===== src/rtl/adc_acq_sequencer.sv =====
// adc_acq_sequencer: paces ADC conversions into frames of samples, with
// optional inter-frame holdoff, bounded or free-running frame counts.
//
// Ports:
//   aclk, areset          clock, asynchronous active-high reset
//   start, abort          arm / stop request pulses
//   divider               conversion period in aclk cycles (>= 2)
//   frame_len             samples per frame (!= 0)
//   frame_count           frames per run, 0 = free-running
//   holdoff               idle cycles between frames
//   busy                  ADC busy, asynchronous to aclk
//   cnv                   conversion start pulse
//   sample, last          result-ready pulse, final sample of a frame
//   done                  normal run completion pulse
//   running               high whenever not idle
//   overrun               sticky: a due conversion was skipped
module adc_acq_sequencer #(
    parameter int DIV_WIDTH = 16,
    parameter int LEN_WIDTH = 16,
    parameter int FRM_WIDTH = 8
) (
    input  logic                 aclk,
    input  logic                 areset,
    input  logic                 start,
    input  logic                 abort,
    input  logic [DIV_WIDTH-1:0] divider,
    input  logic [LEN_WIDTH-1:0] frame_len,
    input  logic [FRM_WIDTH-1:0] frame_count,
    input  logic [DIV_WIDTH-1:0] holdoff,
    input  logic                 busy,
    output logic                 cnv,
    output logic                 sample,
    output logic                 last,
    output logic                 done,
    output logic                 running,
    output logic                 overrun
);

    typedef enum logic [1:0] {
        IDLE,
        RUN,
        DRAIN,
        HOLDOFF
    } state_t;

    state_t               state_q,   state_d;

    logic [DIV_WIDTH-1:0] div_q,     div_d;
    logic [LEN_WIDTH-1:0] len_q,     len_d;
    logic [FRM_WIDTH-1:0] fcnt_q,    fcnt_d;
    logic [DIV_WIDTH-1:0] hold_q,    hold_d;

    logic [DIV_WIDTH-1:0] pcnt_q,    pcnt_d;
    logic [DIV_WIDTH-1:0] hcnt_q,    hcnt_d;
    logic [LEN_WIDTH-1:0] cnv_cnt_q, cnv_cnt_d;
    logic [LEN_WIDTH-1:0] smp_cnt_q, smp_cnt_d;
    logic [FRM_WIDTH-1:0] frm_q,     frm_d;
    logic                 pending_q, pending_d;

    logic                 busy_s1_q, busy_s1_d;
    logic                 busy_s2_q, busy_s2_d;
    logic                 busy_s3_q, busy_s3_d;

    logic                 cnv_q,     cnv_d;
    logic                 sample_q,  sample_d;
    logic                 last_q,    last_d;
    logic                 done_q,    done_d;
    logic                 running_q, running_d;
    logic                 overrun_q, overrun_d;

    logic                 busy_fall;
    logic                 smp_hit;
    logic                 smp_last;
    logic                 accept;
    logic                 enter_run;
    logic                 frame_end;

    always_comb begin
        state_d   = state_q;
        div_d     = div_q;
        len_d     = len_q;
        fcnt_d    = fcnt_q;
        hold_d    = hold_q;
        pcnt_d    = pcnt_q;
        hcnt_d    = hcnt_q;
        cnv_cnt_d = cnv_cnt_q;
        smp_cnt_d = smp_cnt_q;
        frm_d     = frm_q;
        pending_d = pending_q;
        overrun_d = overrun_q;
        cnv_d     = 1'b0;
        sample_d  = 1'b0;
        last_d    = 1'b0;
        done_d    = 1'b0;

        busy_s1_d = busy;
        busy_s2_d = busy_s1_q;
        busy_s3_d = busy_s2_q;

        enter_run = 1'b0;
        frame_end = 1'b0;

        // s2 is the settled synchronizer output, s3 its previous value
        busy_fall = busy_s3_q & ~busy_s2_q;
        smp_hit   = busy_fall & pending_q
                  & ((state_q == RUN) || (state_q == DRAIN));
        smp_last  = smp_hit
                  & (smp_cnt_q == len_q - LEN_WIDTH'(1));
        accept    = (state_q == IDLE) & start & ~abort
                  & (divider >= DIV_WIDTH'(2))
                  & (frame_len != '0);

        if (smp_hit) begin
            sample_d  = 1'b1;
            last_d    = smp_last;
            pending_d = 1'b0;
            if (smp_last) begin
                smp_cnt_d = '0;
            end else begin
                smp_cnt_d = smp_cnt_q + LEN_WIDTH'(1);
            end
        end

        unique case (state_q)
            IDLE: begin
                if (accept) begin
                    div_d     = divider;
                    len_d     = frame_len;
                    fcnt_d    = frame_count;
                    hold_d    = holdoff;
                    overrun_d = 1'b0;
                    frm_d     = '0;
                    smp_cnt_d = '0;
                    hcnt_d    = '0;
                    pending_d = 1'b0;
                    enter_run = 1'b1;
                end
            end
            RUN: begin
                // the final cnv of a frame has gone out: stop pacing
                if (cnv_cnt_q == len_q) begin
                    if (smp_last) begin
                        frame_end = 1'b1;
                    end else begin
                        state_d = DRAIN;
                    end
                end else if (pcnt_q == div_q - DIV_WIDTH'(1)) begin
                    pcnt_d = '0;
                end else begin
                    pcnt_d = pcnt_q + DIV_WIDTH'(1);
                end
            end
            DRAIN: begin
                if (smp_last) begin
                    frame_end = 1'b1;
                end
            end
            HOLDOFF: begin
                if (hcnt_q == hold_q - DIV_WIDTH'(1)) begin
                    enter_run = 1'b1;
                end else begin
                    hcnt_d = hcnt_q + DIV_WIDTH'(1);
                end
            end
        endcase

        // frame counter wraps freely when the run is unbounded
        if (frame_end) begin
            frm_d = frm_q + FRM_WIDTH'(1);
            if ((fcnt_q != '0) && (frm_d == fcnt_q)) begin
                done_d  = 1'b1;
                state_d = IDLE;
            end else if (hold_q == '0) begin
                enter_run = 1'b1;
            end else begin
                state_d = HOLDOFF;
                hcnt_d  = '0;
            end
        end

        if (enter_run) begin
            state_d   = RUN;
            pcnt_d    = '0;
            cnv_cnt_d = '0;
        end

        // a conversion is due on the first cycle of each period;
        // pending is checked after this cycle's sample may have cleared it
        if ((state_d == RUN) && (pcnt_d == '0)) begin
            if (pending_d) begin
                overrun_d = 1'b1;
            end else begin
                cnv_d     = 1'b1;
                pending_d = 1'b1;
                cnv_cnt_d = cnv_cnt_d + LEN_WIDTH'(1);
            end
        end

        if (abort) begin
            state_d   = IDLE;
            cnv_d     = 1'b0;
            sample_d  = 1'b0;
            last_d    = 1'b0;
            done_d    = 1'b0;
            pending_d = 1'b0;
            overrun_d = overrun_q;
        end

        running_d = (state_d != IDLE);
    end

    always_ff @(posedge aclk or posedge areset) begin
        if (areset) begin
            state_q   <= IDLE;
            div_q     <= '0;
            len_q     <= '0;
            fcnt_q    <= '0;
            hold_q    <= '0;
            pcnt_q    <= '0;
            hcnt_q    <= '0;
            cnv_cnt_q <= '0;
            smp_cnt_q <= '0;
            frm_q     <= '0;
            pending_q <= 1'b0;
            busy_s1_q <= 1'b0;
            busy_s2_q <= 1'b0;
            busy_s3_q <= 1'b0;
            cnv_q     <= 1'b0;
            sample_q  <= 1'b0;
            last_q    <= 1'b0;
            done_q    <= 1'b0;
            running_q <= 1'b0;
            overrun_q <= 1'b0;
        end else begin
            state_q   <= state_d;
            div_q     <= div_d;
            len_q     <= len_d;
            fcnt_q    <= fcnt_d;
            hold_q    <= hold_d;
            pcnt_q    <= pcnt_d;
            hcnt_q    <= hcnt_d;
            cnv_cnt_q <= cnv_cnt_d;
            smp_cnt_q <= smp_cnt_d;
            frm_q     <= frm_d;
            pending_q <= pending_d;
            busy_s1_q <= busy_s1_d;
            busy_s2_q <= busy_s2_d;
            busy_s3_q <= busy_s3_d;
            cnv_q     <= cnv_d;
            sample_q  <= sample_d;
            last_q    <= last_d;
            done_q    <= done_d;
            running_q <= running_d;
            overrun_q <= overrun_d;
        end
    end

    assign cnv     = cnv_q;
    assign sample  = sample_q;
    assign last    = last_q;
    assign done    = done_q;
    assign running = running_q;
    assign overrun = overrun_q;

endmodule


===== config.mk =====
export PLATFORM = sky130hd
export DESIGN_NAME = adc_acq_sequencer
export DESIGN_NICKNAME = d
export VERILOG_FILES = /design/src/rtl/adc_acq_sequencer.sv
export SDC_FILE = /design/constraint.sdc
export NUM_CORES = 1
export LEC_CHECK = 0
export ABC_CLOCK_PERIOD_IN_PS = 7200
export BUFFER_PORTS_ARGS = -buffer_cell sky130_fd_sc_hd__clkbuf_2
export CELL_PAD_IN_SITES_DETAIL_PLACEMENT = 1
export CELL_PAD_IN_SITES_GLOBAL_PLACEMENT = 1
export CORE_MARGIN = 2
export CORE_UTILIZATION = 40
export CTS_CLUSTER_SIZE = 8
export DETAILED_ROUTE_END_ITERATION = 10
export PLACE_DENSITY_LB_ADDON = 0.1
export SETUP_SLACK_MARGIN = 0.05
export SLEW_MARGIN = 30
export SYNTH_ARGS = -nofsm -noshare
export SYNTH_HDL_FRONTEND = slang
export SYNTH_SLANG_ARGS = --single-unit
export TNS_END_PERCENT = 100

===== constraint.sdc =====
create_clock -name aclk -period 7.2 [get_ports aclk]
set_input_delay 0.72 -clock aclk [delete_from_list [all_inputs] [get_ports aclk]]
set_output_delay 0.72 -clock aclk [all_outputs]
set_load 0.02 [all_outputs]

==> results.yml <==
floorplan:
  std_cell_rows: 54
  die_area_sq_um: 23500
  fp.dieW_um: 153
  fp.coreArea_sq_um: 21800
  ios: 67
  initial_core_util: 0.408
  die_y_um: 153
yosys:
  synth.top_cell.area_share: 0.393
  ys_top_cells_by_count: "dfrtp_1 (140), nor2_1 (92), xnor2_1 (74)"
  synth_most_common_cell: "dfrtp_1"
  yosysSeqAreaShare: 0.393
  synthTopCellsByArea: "dfrtp_1 (39%), xnor2_1 (7.3%), mux2_2 (7.1%), nor2_1 (3.9%), xor2_1 (3.5%)"
  synth_seq_cells: 140
  synth_cell_types: 85
  syn_area_per_cell_sq_um: 9.31
  netlist_area_sq_um: 8910
  syn_inst: 958
  yosys.area.top_type: "dfrtp_1"
  synth_edf_count: 0
  ys_async_sr_fraction: 1.00
  synth_nets: 1031
  synth_ff_type: "dfrtp_1"
  ys_warn_count: 0
job:
  cap_violations: 0
setup_path:
  reg2reg_slack_ns: 2.88
  slowest_stage: "or4b_1"
  r2r_start: "len_q[0]"
  start_kind: "flip-flop"
  required_ns: 7.54
  r2r_end: "cnv_cnt_q[5]"
  critPathArrivalTime_ns: 4.66
  crit_path_max_fanout: 19
  r2r_cells: 12
  end_kind: "flip-flop"
  cpPeakStageDelay_ns: 0.61
  critPathKind: "reg -> reg"
  cp_cell_sequence: "inv_1, ha_1, or4b_1, xnor2_1, o21ai_1, a21boi_0, nor4b_1, nand4b_1, nand3_2, o21ai_2, or4_1, a21oi_1"
sta:
  maxSlewHeadroom: 0.415
  max_freq_mhz: 232
  post-route-period-util: 0.600
  clock_skew_ns: 0.0123
  hold_slack_ns: 0.369
  period_minus_slack_ns: 4.32
  hold_viol: 0
  setup_viol: 0
  fin_tns_setup_ns: 0
  rsz0062_at_grt: "no"
  slew_viol_final: 0
  tightest_slew_ns: 0.877
power_and_ir_drop:
  p_seq_frac: 0.425
  power_mw: 2.35
  total_leakage_power_nw: 4.00
  switching_share: 0.306
  pwr-share-clk: 0.387
  p_int_mw: 1.63
  p_switching_mw: 0.718
  p_per_area_nw_per_um2: 235
  combPwrFrac: 0.188
  peakVddDrop_v: 0.000120
outcome:
  status: "complete, no violations"
routing:
  routed-via-count: 7374
  drt-total-wl_um: 24900
  first_pass_iters: 4
  vias_per_cell: 5.74
  wire_per_inst_um: 19.4
  drcViolationCount: 0
  detail-route-antenna-nets: 0
  drt_iter0_drc: 342
cts:
  ctsHoldBuffers: 0
  post_cts_buffers: 0
  clock-root-buffer: "clkbuf_16"
  cts_tree: "yes"
  clock-sinks: 140
  ctsResizeCount: 0
  clockBufferDepth: 2
  clk_pin_slew_worst_paths_ns: 0.06
  clock_latency_ns: 0.43
  htree_levels: 4
  cts_inserted_buffers: 17
layout:
  synthToLayoutAreaGrowth_pct: 12.2
  antennaDiodeCount: 0
  fillers: 2498
  nets: 1067
  fin_util: 0.458
  layout-drive-gt1-share: 0.179
grt:
  grt_max_degree: 86
  grt_first_pass_wirelength_um: 40900
  grt_antenna_before_repair: 0
  grt_pass1_vias: 7468
  grt_util_all_layers: 0.217
  grt_overflow: 0
worst_hold_path:
  hold_end: "busy_s2_q"
  hold_class: "reg -> reg"
  min_from: "busy_s1_q"
  min_delay_path_depth: 0
place:
  dpl.hpwl_um: 18300
  place_congestion: 0.819
  portBuffers: 66
-- state kept, by name, indices dropped and copies added (netlist names), 2 cells and up --
register   count
state_q        2
pcnt_q        16
smp_cnt_q     16
hold_q        16
fcnt_q         8
frm_q          8
div_q         16
len_q         16
cnv_cnt_q     16
hcnt_q        16
-- routing by layer --
layer	vias up	track usage	share of wire
met4	0	0.0529	0.0083
met5	-	0	0
met3	20	0.0349	0.032
met1	3682	0.290	0.47
met2	111	0.369	0.49
li1	3561	-	-
-- how the worst max path moves through the flow --
stage / slack, ns / cells past startpoint / startpoint / to
5_1_grt: 2.47 / 12 / len_q[0] / cnv_cnt_q[5]
4_1_cts: 2.86 / 12 / len_q[0] / cnv_cnt_q[5]
3_5_place_dp: 2.87 / 12 / len_q[0] / cnv_cnt_q[5]
6_report: 2.88 / 12 / len_q[0] / cnv_cnt_q[5]
3_3_place_gp: 3.04 / 12 / len_q[0] / cnv_cnt_q[1]
2_1_floorplan: 2.73 / 1 / areset / busy_s1_q
-- final cells by class --
cell class / count / area, sq um / area share
clock buffer: 19 / 453 / 0.0453
tap: 280 / 350 / 0.0350
clock inverter: 11 / 144 / 0.0144
timing repair buffer: 70 / 360 / 0.0360
inverter: 20 / 80.1 / 0.00801
multi-input combinational: 745 / 5110 / 0.511
sequential: 140 / 3500 / 0.350
-- worst max-delay path, delay by kind of cell, from the launching register on --
kind,cells,cell delay [ns]
xor+xnor,1,0.18
compound gates,4,0.90
fa+ha+maj,1,0.28
buf+inv,1,0.09
flops,1,0.46
simple gates,5,2.29
-- power by group through the flow --
| stage | logic (mW) | registers [mW] | clock network (mW) |
|---|---|---|---|
| floorplan | 0.366 | 0.951 | 0 |
| global placement | 0.434 | 1.01 | 0 |
| detailed placement | 0.442 | 1.01 | 0 |
| CTS | 0.446 | 0.999 | 0.937 |
| global route | 0.490 | 1.01 | 0.963 |
| finish | 0.441 | 0.998 | 0.910 |
-- logic make-up (layout without fill, tap and decap cells) --
logic type / count (synthesis) / after routing / share of synthesized area
AOI/OAI and AO/OA: 171 / 171 / 0.124
xor gates and xnor gates: 110 / 110 / 0.108
adders and majority gates: 12 / 12 / 0.0168
buffers and inverters: 73 / 120 / 0.0348
DFF: 140 / 140 / 0.393
muxes: 62 / 62 / 0.0790
and+or+nand+nor: 390 / 390 / 0.244
-- per-stage QoR --
step	cell area, sq um	setup slack, ns	cells
final	10000	2.88	1285
after global routing	10000	2.47	1285
after CTS	10000	2.86	1285
after detailed placement	9400	2.87	1255
after global placement	9400	3.04	1255
after floorplan	8910	2.73	958
-- cell usage in the layout, fill, tap and decap left out, types with 33 or more instances in the layout --
cell	instances
xnor2_1	74
a21oi_1	47
dfrtp_1	140
nand2_1	58
mux2_2	56
clkbuf_2	66
nor3_1	33
nor2_1	92
xor2_1	36
nand3_1	37
Power figures use the tool's default switching activity.
